**src/rtl/key_result_arbiter_pkg.sv**
```systemverilog
// Shared types and constants for the key/result arbiter.
// State encoding plus seven-segment glyph constants.
package ksa_pkg;

    typedef enum logic [1:0] {
        ST_SEARCH,
        ST_FOUND,
        ST_EXHAUSTED
    } arb_state_t;

    localparam logic [6:0] SEG_BLANK  = 7'h7F;
    localparam logic [6:0] SEG_DASH   = 7'h3F;
    localparam int         HEX_DIGITS = 6;

endpackage

```
**src/rtl/key_result_arbiter_if.sv**
```systemverilog
// Bundle between the decryption cores / display and the arbiter.
// The master drives the core side; the slave is the arbiter.
interface key_result_arbiter_if #(
    parameter int CORE_COUNT = 8,
    parameter int KEY_WIDTH  = 24,
    parameter int CNT_WIDTH  = 32
);
    localparam int IW = $clog2(CORE_COUNT);

    logic                             restart;
    logic [CORE_COUNT-1:0]            core_done;
    logic [CORE_COUNT-1:0]            core_invalid;
    logic [CORE_COUNT*KEY_WIDTH-1:0]  core_key;
    logic [IW-1:0]                    view_sel;

    logic                             stop;
    logic                             found;
    logic                             exhausted;
    logic [IW-1:0]                    winner_idx;
    logic [KEY_WIDTH-1:0]             winner_key;
    logic [CNT_WIDTH-1:0]             search_cycles;
    logic [6:0]                       hex0;
    logic [6:0]                       hex1;
    logic [6:0]                       hex2;
    logic [6:0]                       hex3;
    logic [6:0]                       hex4;
    logic [6:0]                       hex5;

    modport master (
        output restart, core_done, core_invalid,
        output core_key, view_sel,
        input  stop, found, exhausted,
        input  winner_idx, winner_key, search_cycles,
        input  hex0, hex1, hex2, hex3, hex4, hex5
    );

    modport slave (
        input  restart, core_done, core_invalid,
        input  core_key, view_sel,
        output stop, found, exhausted,
        output winner_idx, winner_key, search_cycles,
        output hex0, hex1, hex2, hex3, hex4, hex5
    );

endinterface

```
**src/rtl/key_result_arbiter_hex.sv**
```systemverilog
// Nibble to active-low seven-segment glyph {g,f,e,d,c,b,a}.
// Purely combinational.
module hex_to_seven_seg (
    input  logic [3:0] nibble,
    output logic [6:0] seg
);

    always_comb begin
        seg = 7'h7F;
        unique case (nibble)
            4'h0: seg = 7'h40;
            4'h1: seg = 7'h79;
            4'h2: seg = 7'h24;
            4'h3: seg = 7'h30;
            4'h4: seg = 7'h19;
            4'h5: seg = 7'h12;
            4'h6: seg = 7'h02;
            4'h7: seg = 7'h78;
            4'h8: seg = 7'h00;
            4'h9: seg = 7'h10;
            4'hA: seg = 7'h08;
            4'hB: seg = 7'h03;
            4'hC: seg = 7'h46;
            4'hD: seg = 7'h21;
            4'hE: seg = 7'h06;
            4'hF: seg = 7'h0E;
        endcase
    end

endmodule

```
**src/rtl/key_result_arbiter.sv**
```systemverilog
// Latches the first winning decryption core, drives the global stop
// and owns the six-digit key display.
module key_result_arbiter
    import ksa_pkg::*;
#(
    parameter int CORE_COUNT = 8,
    parameter int KEY_WIDTH  = 24,
    parameter int CNT_WIDTH  = 32
) (
    input  logic                  clk,
    input  logic                  reset,
    key_result_arbiter_if.slave   bus
);

    localparam int IW    = $clog2(CORE_COUNT);
    localparam int SLOTS = 1 << IW;

    arb_state_t            state_q, state_d;
    logic [CORE_COUNT-1:0] inv_mask_q, inv_mask_d;
    logic                  stop_q, stop_d;
    logic                  found_q, found_d;
    logic                  exhausted_q, exhausted_d;
    logic [IW-1:0]         winner_idx_q, winner_idx_d;
    logic [KEY_WIDTH-1:0]  winner_key_q, winner_key_d;
    logic [CNT_WIDTH-1:0]  cnt_q, cnt_d;
    logic [6:0]            hex_q [HEX_DIGITS];
    logic [6:0]            hex_d [HEX_DIGITS];
    logic [6:0]            glyph [HEX_DIGITS];

    logic [KEY_WIDTH-1:0]  key_arr [SLOTS];
    logic [SLOTS-1:0]      slot_ok;
    logic [KEY_WIDTH-1:0]  src_key;
    logic                  src_blank;
    logic                  src_dash;

    function automatic logic [IW-1:0] first_set(
        input logic [CORE_COUNT-1:0] v
    );
        first_set = '0;
        for (int i = CORE_COUNT - 1; i >= 0; i--) begin
            if (v[i]) first_set = IW'(i);
        end
    endfunction

    // Pad the key table to a power of two so view_sel can index it directly.
    for (genvar g = 0; g < SLOTS; g++) begin : g_slot
        if (g < CORE_COUNT) begin : g_core
            assign key_arr[g] = bus.core_key[g*KEY_WIDTH +: KEY_WIDTH];
            assign slot_ok[g] = 1'b1;
        end else begin : g_pad
            assign key_arr[g] = '0;
            assign slot_ok[g] = 1'b0;
        end
    end

    always_comb begin
        state_d      = state_q;
        inv_mask_d   = inv_mask_q;
        winner_idx_d = winner_idx_q;
        winner_key_d = winner_key_q;
        cnt_d        = cnt_q;
        if (bus.restart) begin
            state_d    = ST_SEARCH;
            inv_mask_d = '0;
            cnt_d      = '0;
        end else if (state_q == ST_SEARCH) begin
            cnt_d      = (&cnt_q) ? cnt_q : cnt_q + CNT_WIDTH'(1);
            inv_mask_d = inv_mask_q | bus.core_invalid;
            if (|bus.core_done) begin
                state_d      = ST_FOUND;
                winner_idx_d = first_set(bus.core_done);
                winner_key_d = key_arr[winner_idx_d];
            end else if (&inv_mask_d) begin
                state_d = ST_EXHAUSTED;
            end
        end
        stop_d      = (state_d != ST_SEARCH);
        found_d     = (state_d == ST_FOUND);
        exhausted_d = (state_d == ST_EXHAUSTED);
    end

    always_comb begin
        src_key   = '0;
        src_blank = 1'b0;
        src_dash  = 1'b0;
        case (state_q)
            ST_SEARCH: begin
                src_key   = key_arr[bus.view_sel];
                src_blank = !slot_ok[bus.view_sel];
            end
            ST_FOUND:     src_key   = winner_key_q;
            ST_EXHAUSTED: src_dash  = 1'b1;
            default:      src_blank = 1'b1;
        endcase
    end

    for (genvar d = 0; d < HEX_DIGITS; d++) begin : g_dig
        hex_to_seven_seg u_dec (
            .nibble (src_key[4*d +: 4]),
            .seg    (glyph[d])
        );
        assign hex_d[d] = src_dash  ? SEG_DASH  :
                          src_blank ? SEG_BLANK : glyph[d];
    end

    always_ff @(posedge clk or posedge reset) begin
        if (reset) begin
            state_q      <= ST_SEARCH;
            inv_mask_q   <= '0;
            stop_q       <= 1'b0;
            found_q      <= 1'b0;
            exhausted_q  <= 1'b0;
            winner_idx_q <= '0;
            winner_key_q <= '0;
            cnt_q        <= '0;
            for (int d = 0; d < HEX_DIGITS; d++) hex_q[d] <= SEG_BLANK;
        end else begin
            state_q      <= state_d;
            inv_mask_q   <= inv_mask_d;
            stop_q       <= stop_d;
            found_q      <= found_d;
            exhausted_q  <= exhausted_d;
            winner_idx_q <= winner_idx_d;
            winner_key_q <= winner_key_d;
            cnt_q        <= cnt_d;
            for (int d = 0; d < HEX_DIGITS; d++) hex_q[d] <= hex_d[d];
        end
    end

    assign bus.stop          = stop_q;
    assign bus.found         = found_q;
    assign bus.exhausted     = exhausted_q;
    assign bus.winner_idx    = winner_idx_q;
    assign bus.winner_key    = winner_key_q;
    assign bus.search_cycles = cnt_q;
    assign bus.hex0          = hex_q[0];
    assign bus.hex1          = hex_q[1];
    assign bus.hex2          = hex_q[2];
    assign bus.hex3          = hex_q[3];
    assign bus.hex4          = hex_q[4];
    assign bus.hex5          = hex_q[5];

endmodule
```
**src/flat_wrapper.sv**
```systemverilog
// flat-port wrapper written by rule: the top's interface ports become plain ports
module key_result_arbiter_flat import ksa_pkg::*;
#(
    parameter int CORE_COUNT = 8,
    parameter int KEY_WIDTH  = 24,
    parameter int CNT_WIDTH  = 32
)
  (clk, reset, bus_restart, bus_core_done, bus_core_invalid, bus_core_key, bus_view_sel, bus_stop, bus_found, bus_exhausted, bus_winner_idx, bus_winner_key, bus_search_cycles, bus_hex0, bus_hex1, bus_hex2, bus_hex3, bus_hex4, bus_hex5);
  key_result_arbiter_if #(.CORE_COUNT(CORE_COUNT), .KEY_WIDTH(KEY_WIDTH), .CNT_WIDTH(CNT_WIDTH)) bus_i ();
  input  logic clk;
  input  logic reset;
  input wire logic [$bits(bus_i.restart)-1:0] bus_restart;
  input wire logic [$bits(bus_i.core_done)-1:0] bus_core_done;
  input wire logic [$bits(bus_i.core_invalid)-1:0] bus_core_invalid;
  input wire logic [$bits(bus_i.core_key)-1:0] bus_core_key;
  input wire logic [$bits(bus_i.view_sel)-1:0] bus_view_sel;
  output wire logic [$bits(bus_i.stop)-1:0] bus_stop;
  output wire logic [$bits(bus_i.found)-1:0] bus_found;
  output wire logic [$bits(bus_i.exhausted)-1:0] bus_exhausted;
  output wire logic [$bits(bus_i.winner_idx)-1:0] bus_winner_idx;
  output wire logic [$bits(bus_i.winner_key)-1:0] bus_winner_key;
  output wire logic [$bits(bus_i.search_cycles)-1:0] bus_search_cycles;
  output wire logic [$bits(bus_i.hex0)-1:0] bus_hex0;
  output wire logic [$bits(bus_i.hex1)-1:0] bus_hex1;
  output wire logic [$bits(bus_i.hex2)-1:0] bus_hex2;
  output wire logic [$bits(bus_i.hex3)-1:0] bus_hex3;
  output wire logic [$bits(bus_i.hex4)-1:0] bus_hex4;
  output wire logic [$bits(bus_i.hex5)-1:0] bus_hex5;
  assign bus_i.restart = bus_restart;
  assign bus_i.core_done = bus_core_done;
  assign bus_i.core_invalid = bus_core_invalid;
  assign bus_i.core_key = bus_core_key;
  assign bus_i.view_sel = bus_view_sel;
  assign bus_stop = bus_i.stop;
  assign bus_found = bus_i.found;
  assign bus_exhausted = bus_i.exhausted;
  assign bus_winner_idx = bus_i.winner_idx;
  assign bus_winner_key = bus_i.winner_key;
  assign bus_search_cycles = bus_i.search_cycles;
  assign bus_hex0 = bus_i.hex0;
  assign bus_hex1 = bus_i.hex1;
  assign bus_hex2 = bus_i.hex2;
  assign bus_hex3 = bus_i.hex3;
  assign bus_hex4 = bus_i.hex4;
  assign bus_hex5 = bus_i.hex5;
  key_result_arbiter #(.CORE_COUNT(CORE_COUNT), .KEY_WIDTH(KEY_WIDTH), .CNT_WIDTH(CNT_WIDTH)) u_core (.clk(clk), .reset(reset), .bus(bus_i));
endmodule
```
**config.mk**
```make
export PLATFORM = sky130hd
export DESIGN_NAME = key_result_arbiter_flat
export DESIGN_NICKNAME = d
export VERILOG_FILES = /design/src/rtl/key_result_arbiter_pkg.sv /design/src/rtl/key_result_arbiter_if.sv /design/src/rtl/key_result_arbiter_hex.sv /design/src/rtl/key_result_arbiter.sv /design/src/flat_wrapper.sv
export SDC_FILE = /design/constraint.sdc
export NUM_CORES = 1
export LEC_CHECK = 0
export CELL_PAD_IN_SITES_DETAIL_PLACEMENT = 1
export CELL_PAD_IN_SITES_GLOBAL_PLACEMENT = 2
export CORE_ASPECT_RATIO = 0.9
export CORE_MARGIN = 3
export CORE_UTILIZATION = 42
export CTS_BUF_LIST = sky130_fd_sc_hd__clkbuf_8
export DETAILED_ROUTE_END_ITERATION = 12
export DONT_BUFFER_PORTS = 1
export PLACE_DENSITY_LB_ADDON = 0.1
export SLEW_MARGIN = 20
export SYNTH_ARGS = -nofsm -noshare
export SYNTH_HDL_FRONTEND = slang
export SYNTH_SLANG_ARGS = --single-unit
```
**constraint.sdc**
```tcl
create_clock -name clk -period 7 [get_ports clk]
set_input_delay 1.4 -clock clk [delete_from_list [all_inputs] [get_ports clk]]
set_output_delay 1.4 -clock clk [all_outputs]
set_load 0.1 [all_outputs]
```
==> flow_summary.ini <==
[layout]
num_antenna_cells = 0
drive_gt1_share_pct = 17.1
layout.nets = 1290
final_core_util_pct = 45.2
instances_no_fill = 1343
fillers = 2616
area_delta_synth_final_pct = 3.83
stdcell_area_um2 = 9980

[synth]
synth_top_family_by_area = simple AND/OR/NAND/NOR gates
synthTopCellsByCount = nor2_1, nand2_1, dfrtp_1
synth_xor_area_share_pct = 2.55
synth_compound_area_share_pct = 17.3
synth_enable_flop_cells = 0
ys.warnings.count = 0
dominantRegCellSynth = dfrtp_1
yosysUniqueCellTypes = 76
yosysMostFrequentCell = nor2_1
synthCells = 1090
netlist_area_um2 = 9620
yosys.area_share.simple_pct = 23.9
synth_area_leader_cell = dfrtp_1
syn_nets = 1341
synth_seq_cells = 114
async_flop_share_pct = 100
synthTopCellsByArea = dfrtp_1, dfstp_2, mux4_2, nor2_1, ha_1
synth-seq-area-share_pct = 30.2
synth_top_area_share_pct = 18.7
muxShareOfSynthArea_pct = 15.5
synthAdderAreaFrac_pct = 4.81
synth_area_per_cell_um2 = 8.82

[cts]
numClockSinks = 114
insertion_delay_ps = 450
clkTransAtPathRegs_ps = 80
cts_buffers = 17
htreeDepth = 4
cts_root_buffer = clkbuf_8
cts_tree = built
postCtsHoldBufs = 0
cts_buffer_depth = 2
post_cts_buffers = 0
post_cts_resized = 0

[placed_design]
dp.cells = 1311
gp_congestion = 0.837
placed_cell_area_um2 = 9640
dp_hpwl_um = 25700
io_buffers = 0
dp_slack_ps = 2990

[critical_path]
critPathCaptureType = flip-flop
cp_max_fo = 97
crit_required_ps = 7330
ff2ff_path_depth = 6
arrival_ps = 3910
crit_type = input pin to flip-flop
worst_setup_path_start_kind = input pin

[timing]
worstMarginPinSlew_ps = 1140
slew_violations = 0
setup_viol = 0
final_hold_viol_count = 0
tns_ps = 0
period_minus_slack_ps = 3580
fmax_mhz = 280
rsz0062_at_grt = no
setup_slack_ps = 3420
post-route-period-util_pct = 51.1
clock_skew_ps = 17.9
maxSlewHeadroom_pct = 24.3

[floorplan]
row_count = 51
dieArea_um2 = 24700
floorplan.initialDensity_pct = 43.6
die_y_um = 150
die_width_um = 165
pin_count = 318
design.core.area_um2 = 22100

[hold_path]
hp-class = flip-flop to flip-flop
hold_path_depth = 2

[power_and_ir_drop]
vdd_drop_max_uv = 166
cellLeakagePower_nw = 4.14
p_per_area_nw_per_um2 = 265

[grt]
grt_pass1_wl_um = 53300
antenna_found_initial = 0
grt_pass1_vias = 8784
grtUsageTotal_pct = 28.2
grt_max_degree = 98
grt_overflow = 0

[drt]
first_pass_iters = 5
drc = 0
routed_via_density = 6.19
ant_nets = 0
drt-wirelength-per-cell_um = 26.0
drt-initial-drc-count = 483
drt-total-wl_um = 35000
num_vias = 8311

[job]
cap_violations = 0

[outcome]
status = complete, no violations
[through the flow]
step	hold slack, ps	total power, W
final	504	0.00265
after floorplan	463	0.00196
after global placement	476	0.00208
after global routing	528	0.00277
after detailed placement	488	0.00209
after CTS	507	0.00267
[power by group]
group | total [W] | switching [W] | internal (W)
clock network | 0.000567 | 0.000321 | 0.000246
registers | 0.00153 | 0.000727 | 0.000801
logic | 0.000552 | 0.000322 | 0.000230
[cells by family (layout without fill, tap and decap cells)]
| kind of cell | count (synthesis) | count (layout) |
|---|---|---|
| XOR/XNOR | 28 | 28 |
| AND/OR/NAND/NOR | 491 | 491 |
| AO/OA/AOI/OAI | 214 | 214 |
| flip-flops | 114 | 114 |
| adder cells (fa/ha/maj) | 37 | 37 |
| buffers and inverters | 106 | 68 |
| multiplexers | 100 | 100 |
[final cells by class]
type	count	area [um^2]	share of cell area [%]
repair buffers	11	82.6	0.827
flip-flops and latches	114	2910	29.1
inverters	25	97.6	0.978
well taps	291	364	3.65
clock inverters	15	109	1.09
clock buffers	17	234	2.34
multi-input cells	870	6190	62.0
[worst max-delay path, cell delays in order]
cell	delay, ps
nor2_1	710
nand2_4	840
a211oi_1	460
o21ai_0	200
a22o_1	260
[metal layers]
metal	part of all wire, %	wire length, um	vias to the layer above	GRT usage [%]
li1	-	-	3864	-
met1	42	14700	4124	36.8
met2	48	16800	293	46.0
met3	8.4	2940	30	8.88
met4	1.4	486	0	6.28
met5	0	0	-	0
[registers in the layout (all words and copies together), names as in the netlist, 2 cells and up]
register                  count
u_core.bus.winner_key        24
u_core.bus.hex2               7
u_core.state_q                2
u_core.bus.hex1               7
u_core.bus.hex5               7
u_core.bus.winner_idx         3
u_core.inv_mask_q             8
u_core.bus.hex3               7
u_core.bus.search_cycles     32
u_core.bus.hex4               7
u_core.bus.hex0               7
[cells in the final DEF, fill, tap and decap left out, types with 16 or more instances in the layout]
| master | count |
|---|---|
| ha_1 | 37 |
| nand2_1 | 111 |
| nor2_1 | 192 |
| mux4_2 | 33 |
| nand3_1 | 54 |
| o211ai_1 | 38 |
| a21oi_1 | 30 |
| mux2_2 | 20 |
| o22ai_1 | 16 |
| a31oi_1 | 19 |
| and3_1 | 26 |
| mux2i_1 | 43 |
| clkbuf_8 | 17 |
| nor3_1 | 17 |
| dfstp_2 | 42 |
| xor2_1 | 21 |
| dfrtp_1 | 72 |
| a211oi_1 | 19 |
| inv_1 | 19 |
| nor2b_1 | 18 |
[path summary, 6_finish.rpt]
kind                                                     startpoint                                       end  slack, ps
setup / recovery                                   bus_core_done[1]      u_core.bus.winner_key[2]$_DFFE_PP0P_       3420
setup reg to reg           u_core.bus.search_cycles[24]$_DFFE_PP0P_  u_core.bus.search_cycles[21]$_DFFE_PP0P_       3480
hold reg to reg                    u_core.inv_mask_q[6]$_DFFE_PP0P_          u_core.inv_mask_q[6]$_DFFE_PP0P_        500
hold / removal                     u_core.inv_mask_q[6]$_DFFE_PP0P_          u_core.inv_mask_q[6]$_DFFE_PP0P_        500
min in group asynchronous                                     reset  u_core.bus.search_cycles[17]$_DFFE_PP0P_        960
max in group asynchronous                                     reset   u_core.bus.search_cycles[0]$_DFFE_PP0P_       4790
Note: power is estimated with default switching activity, not from simulation.
